--- src/rtl/tinker_mem_pkg.sv ---
// -----------------------------------------------------------------------------
// tinker_mem_pkg
// Types and defaults shared by the memory-port arbiter and its selector.
//   arb_state_t : arbiter FSM state (IDLE, WAIT)
//   owner_t     : requester that owns the outstanding access (OWN_IF, OWN_DM)
//   MEM_LATENCY_DEF / STARVE_LIMIT_DEF : default parameter values
//   LAT_W / STARVE_W : counter widths sized for the legal parameter ranges
// -----------------------------------------------------------------------------
package tinker_mem_pkg;

    typedef enum logic {
        IDLE = 1'b0,
        WAIT = 1'b1
    } arb_state_t;

    typedef enum logic {
        OWN_IF = 1'b0,
        OWN_DM = 1'b1
    } owner_t;

    localparam int unsigned MEM_LATENCY_DEF  = 1;
    localparam int unsigned STARVE_LIMIT_DEF = 2;

    // MEM_LATENCY is 1..15, so the down-counter needs 4 bits.
    localparam int unsigned LAT_W    = 4;
    // STARVE_LIMIT is 1..7, so the starve counter needs 3 bits.
    localparam int unsigned STARVE_W = 3;

endpackage

--- src/rtl/mem_arb_select.sv ---
// -----------------------------------------------------------------------------
// mem_arb_select
// Winner selection between instruction fetch and data requests.
// Data has priority over fetch. With MEM_ARB_STARVE_GUARD_EN defined, a
// starve counter tracks consecutive data grants taken while fetch waits;
// once it reaches STARVE_LIMIT, fetch wins the next arbitration.
//
// Ports
//   clk      in  : clock
//   reset    in  : synchronous active-high reset
//   grant_en in  : arbitration allowed this cycle (FSM idle, not in reset)
//   if_req   in  : fetch request
//   dm_req   in  : data request
//   if_win   out : fetch granted this cycle
//   dm_win   out : data granted this cycle
//
// Configuration macro: MEM_ARB_STARVE_GUARD_EN
// -----------------------------------------------------------------------------
module mem_arb_select
    import tinker_mem_pkg::*;
#(
    parameter int unsigned STARVE_LIMIT = STARVE_LIMIT_DEF
) (
    input  logic clk,
    input  logic reset,
    input  logic grant_en,
    input  logic if_req,
    input  logic dm_req,
    output logic if_win,
    output logic dm_win
);

`ifdef MEM_ARB_STARVE_GUARD_EN

    logic [STARVE_W-1:0] starve_cnt_q;
    logic [STARVE_W-1:0] starve_cnt_d;
    logic                starve_hit;

    always_comb begin
        // Fetch overrides data only while it is actually waiting.
        starve_hit   = if_req && (starve_cnt_q == STARVE_W'(STARVE_LIMIT));
        dm_win       = grant_en && dm_req && !starve_hit;
        if_win       = grant_en && if_req && !(dm_req && !starve_hit);

        starve_cnt_d = starve_cnt_q;
        if (if_win) begin
            starve_cnt_d = '0;
        end else if (dm_win) begin
            starve_cnt_d = if_req ? (starve_cnt_q + 1'b1) : '0;
        end
    end

    always_ff @(posedge clk) begin
        if (reset) begin
            starve_cnt_q <= '0;
        end else begin
            starve_cnt_q <= starve_cnt_d;
        end
    end

`else

    // Strict data-over-fetch priority; no state is kept.
    logic unused_guard;
    assign unused_guard = clk ^ reset ^ (STARVE_LIMIT == 0);

    always_comb begin
        dm_win = grant_en && dm_req;
        if_win = grant_en && if_req && !dm_req;
    end

`endif

endmodule

--- src/rtl/mem_port_arbiter.sv ---
// -----------------------------------------------------------------------------
// mem_port_arbiter
// Shares one fixed-latency memory port between instruction fetch and data
// requests. A grant in IDLE launches the access combinationally and moves the
// FSM to WAIT; the owner's rvalid pulses MEM_LATENCY cycles later and the FSM
// is back in IDLE on the following cycle (one access per MEM_LATENCY+1).
//
// Parameters
//   MEM_LATENCY  : cycles from mem_en to valid mem_rdata (1..15)
//   STARVE_LIMIT : consecutive data grants while fetch pends (1..7)
//
// Ports
//   clk, reset                    : clock, synchronous active-high reset
//   if_req/if_addr                : fetch request and byte address
//   if_gnt/if_rvalid/if_rdata     : fetch accept pulse, data pulse, word
//   dm_req/dm_we/dm_addr/dm_wdata : data request, write flag, address, data
//   dm_gnt/dm_rvalid/dm_rdata     : data accept pulse, done pulse, load data
//   mem_en/mem_we/mem_addr/mem_wdata/mem_rdata : shared memory port
//   busy                          : access outstanding
//
// Configuration macro: MEM_ARB_STARVE_GUARD_EN (enables fetch starve guard)
// -----------------------------------------------------------------------------
module mem_port_arbiter
    import tinker_mem_pkg::*;
#(
    parameter int unsigned MEM_LATENCY  = MEM_LATENCY_DEF,
    parameter int unsigned STARVE_LIMIT = STARVE_LIMIT_DEF
) (
    input  logic        clk,
    input  logic        reset,

    input  logic        if_req,
    input  logic [63:0] if_addr,
    output logic        if_gnt,
    output logic        if_rvalid,
    output logic [31:0] if_rdata,

    input  logic        dm_req,
    input  logic        dm_we,
    input  logic [63:0] dm_addr,
    input  logic [63:0] dm_wdata,
    output logic        dm_gnt,
    output logic        dm_rvalid,
    output logic [63:0] dm_rdata,

    output logic        mem_en,
    output logic        mem_we,
    output logic [63:0] mem_addr,
    output logic [63:0] mem_wdata,
    input  logic [63:0] mem_rdata,

    output logic        busy
);

    arb_state_t       state_q,   state_d;
    logic [LAT_W-1:0] lat_cnt_q, lat_cnt_d;
    owner_t           owner_q,   owner_d;
    logic             store_q,   store_d;

    logic grant_en;
    logic if_win;
    logic dm_win;
    logic any_win;
    logic rvalid_cyc;

    // Reset gates the combinational outputs so nothing is granted or
    // reported in a reset cycle, even though state only clears at the edge.
    assign grant_en = (state_q == IDLE) && !reset;

    mem_arb_select #(
        .STARVE_LIMIT (STARVE_LIMIT)
    ) u_select (
        .clk      (clk),
        .reset    (reset),
        .grant_en (grant_en),
        .if_req   (if_req),
        .dm_req   (dm_req),
        .if_win   (if_win),
        .dm_win   (dm_win)
    );

    assign any_win = if_win | dm_win;
    assign if_gnt  = if_win;
    assign dm_gnt  = dm_win;
    assign mem_en  = any_win;

    // Memory command is driven straight from the winner in the grant cycle.
    always_comb begin
        mem_we    = 1'b0;
        mem_addr  = '0;
        mem_wdata = '0;
        if (dm_win) begin
            mem_we    = dm_we;
            mem_addr  = dm_addr;
            mem_wdata = dm_wdata;
        end else if (if_win) begin
            mem_addr  = if_addr;
        end
    end

    assign rvalid_cyc = (state_q == WAIT) && (lat_cnt_q == '0) && !reset;
    assign busy       = (state_q == WAIT) && !reset;

    // Response routed only to the latched owner; stores return zero data.
    assign if_rvalid = rvalid_cyc && (owner_q == OWN_IF);
    assign dm_rvalid = rvalid_cyc && (owner_q == OWN_DM);
    assign if_rdata  = if_rvalid ? mem_rdata[31:0] : '0;
    assign dm_rdata  = (dm_rvalid && !store_q) ? mem_rdata : '0;

    always_comb begin
        state_d   = state_q;
        lat_cnt_d = lat_cnt_q;
        owner_d   = owner_q;
        store_d   = store_q;
        case (state_q)
            IDLE: begin
                if (any_win) begin
                    state_d   = WAIT;
                    lat_cnt_d = LAT_W'(MEM_LATENCY - 1);
                    owner_d   = dm_win ? OWN_DM : OWN_IF;
                    store_d   = dm_win && dm_we;
                end
            end
            WAIT: begin
                if (lat_cnt_q == '0) begin
                    state_d = IDLE;
                end else begin
                    lat_cnt_d = lat_cnt_q - 1'b1;
                end
            end
            default: state_d = IDLE;
        endcase
    end

    always_ff @(posedge clk) begin
        if (reset) begin
            state_q   <= IDLE;
            lat_cnt_q <= '0;
            owner_q   <= OWN_IF;
            store_q   <= 1'b0;
        end else begin
            state_q   <= state_d;
            lat_cnt_q <= lat_cnt_d;
            owner_q   <= owner_d;
            store_q   <= store_d;
        end
    end

endmodule

--- config.mk ---
export PLATFORM = sky130hd
export DESIGN_NAME = mem_port_arbiter
export DESIGN_NICKNAME = d
export VERILOG_FILES = /design/src/rtl/tinker_mem_pkg.sv /design/src/rtl/mem_arb_select.sv /design/src/rtl/mem_port_arbiter.sv
export SDC_FILE = /design/constraint.sdc
export NUM_CORES = 1
export LEC_CHECK = 0
export ABC_AREA = 0
export CAP_MARGIN = 25
export CORE_AREA = 2 2 193 195
export CTS_CLUSTER_SIZE = 14
export DETAILED_ROUTE_END_ITERATION = 10
export DIE_AREA = 0 0 195 197
export HOLD_SLACK_MARGIN = 0.15
export PLACE_DENSITY = 0.43
export SETUP_SLACK_MARGIN = 0.02
export SLEW_MARGIN = 10
export SYNTH_ARGS = -nofsm -noshare
export SYNTH_HDL_FRONTEND = slang
export SYNTH_SLANG_ARGS = --single-unit
export TNS_END_PERCENT = 20
--- constraint.sdc ---
create_clock -name clk -period 2.4 [get_ports clk]
set_input_delay 0.36 -clock clk [delete_from_list [all_inputs] [get_ports clk]]
set_output_delay 0.36 -clock clk [all_outputs]
set_load 0.05 [all_outputs]
==> metrics.md, run 1 <==
| Metric | Value |
|---|---|
| WS Path Type | reg -> out |
| Crit path DAT | roughly 2.1 ns |
| N_diodes | 0 |
| Internal | approximately 0.0014 W |
| Cells after synthesis | between 300 and 400 |
| Inserted Clock Buffers | 3 |
| Detailed Route Iter0 Violations | 90 |
| DIE AREA | between 30000 and 40000 um^2 |
| Slew Limit Fails | 0 |
| Layout Nets | around 1100 |
| Async S/R FF share, synth | 0% |
| TritonCTS clock tree | yes |
| H-Tree Depth | 1 |
| Routed len/inst | about 18 um |
| PwrDens | 227.0 nW/um^2 |
| Max FO, Critical Path | 8 |
| Violated checks | negative setup slack |
| Via Count | 4325 |
| Largest net degree at the start of global routing | 65 |
| Final worst-path cycle share | 103.3% |
| Largest stage delay on the critical path | ~0.43 ns |
| Post-synth top area share | 47.66% |
| Clk_lat worst skew | roughly 0.23 ns |
| Pleak | around 4.2 nW |
| Clock Power Share | between 10% and 20% |
| HP Class | reg -> reg |
| IO Port Bufs | roughly 490 |
| Pre-Repair DR Iteration Count | 4 |
| Clk root buf | clkbuf_16 |
| Placer congestion estimate | 0.7712 |
| Sequential area share after synthesis | approximately 6.6% |
| Critical path data required time | slightly above 2 ns |
| Startpoint class of the critical path | flop |
| Flop pwr share | about 5.3% |
| Most frequent CP cell | buf_12 |
| Syn. warnings | 0 |
| Fmax | 0.4035 GHz |
| Least-Margin Pin Slew | 0.3696 ns |
| Crit. Startpoint | lat_cnt_q[1] |
| Fin. Hold Viols | 0 |
| Synth top cells by count | and2_1 (161), a22o_1 (64), buf_2 (14) |
| Area of the core | between 30000 and 40000 um^2 |
| Synthesized flop and latch total | 7 |
| Setup WS post-layout | -0.07804 ns |
| Logic pwr share | 82.8% |
| Final Skew | roughly 0.0017 ns |
| Worst relative slew slack | 75.33% |
| RSZ-0062 raised after global routing | true |
| Slowest library cell on the worst path | or3b_4 |
| Most frequent cell after synthesis | and2_1 |
| # DRC | 0 |
| Initial antenna violation count | 4 |
| Critical Path, Cell by Cell | inv_2 > ha_4 > or3b_4 > nor4_4 > buf_6 > buf_12 > clkbuf_16 > and2_1 > buf_12 |
| CP endpoint kind | output pin |
| Sw Pwr | just under 0.001 W |
| Fraction of layout instances using a drive strength above 1 | about 44% |
| Final setup viols | 63 |
| Via density per instance | 3.392 |
| Horiz. Die Dim | ~200 um |
| Avg Inst Size Synth | 6.952 um^2 |
| CTS clk-pin slew, worst paths | approximately 0.040 ns |
| Switching Share | 40.73% |
| Syn nets | 566 |
| Top area cells in the synthesized netlist | and2_1 (48%), a22o_1 (27%), dfxtp_1 (6.6%) |
| Min-delay src | lat_cnt_q[2] |
| Leading area contributor after synthesis | and2_1 |
| RR Startpoint | lat_cnt_q[1] |
| Hold Buf Count CTS | 0 |
| Distinct cell type count after synthesis | 28 |
| Mapped cell area | 2113 um^2 |
| Initial Util | 5.828% |
| Layout area overhead | 400.0% |
| WL final | ~23000 um |
| Vias in the first global route | between 4000 and 5000 |
| Global-route wire length before repair | ~30000 um |
| Setup WS pre-CTS | -0.03244 ns |
| Hold Slack | ~0.54 ns |
| Top_reg_cell synth | dfxtp_1 |
| Outcome | finished, violations left |
| Total grt overflow | 0 |
| Die Ht | around 200 um |
| VDD IR max | 0.2153 mV |
| EDFF count, synth | 0 |
| # rows | 70 |
| Clk sink count | 7 |
| IO Pins | between 400 and 500 |
| Max-cap violations | 0 |
| DP HPWL | just over 20000 um |
| # fillers | 3708 |
| Final min period | around 2.5 ns |
| Routed Antenna Nets | 0 |
| Total GRT Usage | between 10% and 20% |
| CTS Buffer Depth | 2 |
[power by group through the flow]
stage,clock [W],combinational [W],sequential [W]
after floorplan,0,0.000711,0.000125
after detailed placement,0,0.00197,0.000129
after CTS,0.000288,0.00198,0.000127
final,0.000285,0.00199,0.000128
after global routing,0.000297,0.00206,0.000128
after global placement,0,0.00197,0.000129
[worst paths after layout]
check	end	slack, ns	cells after the start
max	dm_rdata[41]	-0.08	9
min	lat_cnt_q[2]	0.54	2
max reg2reg	lat_cnt_q[1]	0.82	5
min reg2reg	lat_cnt_q[2]	0.54	2
[area by class of cell]
| type | instances | area, um^2 | share of cell area, % |
|---|---|---|---|
| Sequential cell | 7 | 142.6 | 1.350 |
| Multi-Input combinational cell | 260 | 2017 | 19.09 |
| Timing Repair Buffer | 531 | 7724 | 73.10 |
| Tap cell | 468 | 585.6 | 5.542 |
| Clock buffer | 4 | 78.83 | 0.7460 |
| Inverter | 5 | 18.77 | 0.1776 |
[cells by family (layout without fill, tap and decap cells)]
| group | Yosys count | count (layout) | synth area share [%] |
|---|---|---|---|
| flops | 7 | 7 | 6.631 |
| mux | 2 | 2 | 1.066 |
| simple gates | 185 | 185 | 55.06 |
| fa+ha+maj | 1 | 1 | 0.5920 |
| buf+inv | 37 | 540 | 7.756 |
| compound gates | 72 | 72 | 28.89 |
[stage by stage]
step	std cells	cell area (um^2)	setup TNS, ns	util, %	power (W)
after CTS	1264	10250	-6.090	28.28	0.002396
after global routing	1275	10570	-7.257	29.14	0.002481
after detailed placement	1260	10140	-1.150	27.97	0.002095
after floorplan	304	2118	0	-	0.0008353
final	1275	10570	-1.779	29.14	0.002398
after global placement	1260	10140	0	27.97	0.002097
[layer usage]
layer / up-vias / wire [um] / GRT usage (%)
met3: 16 / 2477 / 3.713
met4: 4 / 181 / 0.5937
li1: 2047 / - / -
met5: - / 21 / 0
met2: 314 / 12270 / 20.44
met1: 1944 / 8223 / 11.64
[cell usage in the layout, fill, tap and decap left out, types with 3 or more instances in the layout]
| cell type | instances |
|---|---|
| and2_4 | 66 |
| inv_1 | 3 |
| a21oi_1 | 3 |
| buf_12 | 243 |
| nor2_1 | 6 |
| and2_1 | 95 |
| clkbuf_16 | 5 |
| buf_4 | 24 |
| clkdlybuf4s50_1 | 260 |
| dfxtp_1 | 5 |
| a22o_1 | 63 |
[worst max-delay path: cells and delay by family (launching register included)]
| kind | cells | cell delay (ns) |
|---|---|---|
| simple gates | 3 | 0.76 |
| buf+inv | 5 | 0.65 |
| fa+ha+maj | 1 | 0.14 |
| flops | 1 | 0.32 |
[sequential cells by signal, summed over array words and instances (netlist names)]
name,flops
owner_q,1
state_q,1
lat_cnt_q,4
store_q,1
[repair_timing]
item / in CTS / in global routing
buffers inserted: 0 / 7
pin swaps: 0 / 36
resized for setup: 12 / 70
hold endpoints to repair: 0 / 0
endpoints found under the setup margin: 77 / 126
gates cloned: 0 / 4
No activity file was read; power rests on OpenSTA's default activity.
==> inputs of run 2 (changes only) <==
--- a/config.mk
+++ b/config.mk
@@ -11,7 +11,7 @@
 export CTS_CLUSTER_SIZE = 14
 export DETAILED_ROUTE_END_ITERATION = 10
 export DIE_AREA = 0 0 195 197
-export HOLD_SLACK_MARGIN = 0.15
+export HOLD_SLACK_MARGIN = 0.08
 export PLACE_DENSITY = 0.43
 export SETUP_SLACK_MARGIN = 0.02
 export SLEW_MARGIN = 10
==> results of run 2 <==
Final layout, timing and power as in run 1 (identical DEF).
==> inputs of run 3 (changes only) <==
--- a/config.mk
+++ b/config.mk
@@ -5,7 +5,6 @@
 export SDC_FILE = /design/constraint.sdc
 export NUM_CORES = 1
 export LEC_CHECK = 0
-export ABC_AREA = 0
 export CAP_MARGIN = 25
 export CORE_AREA = 2 2 193 195
 export CTS_CLUSTER_SIZE = 14
==> results of run 3 <==
Final layout, timing and power as in run 1 (identical DEF).
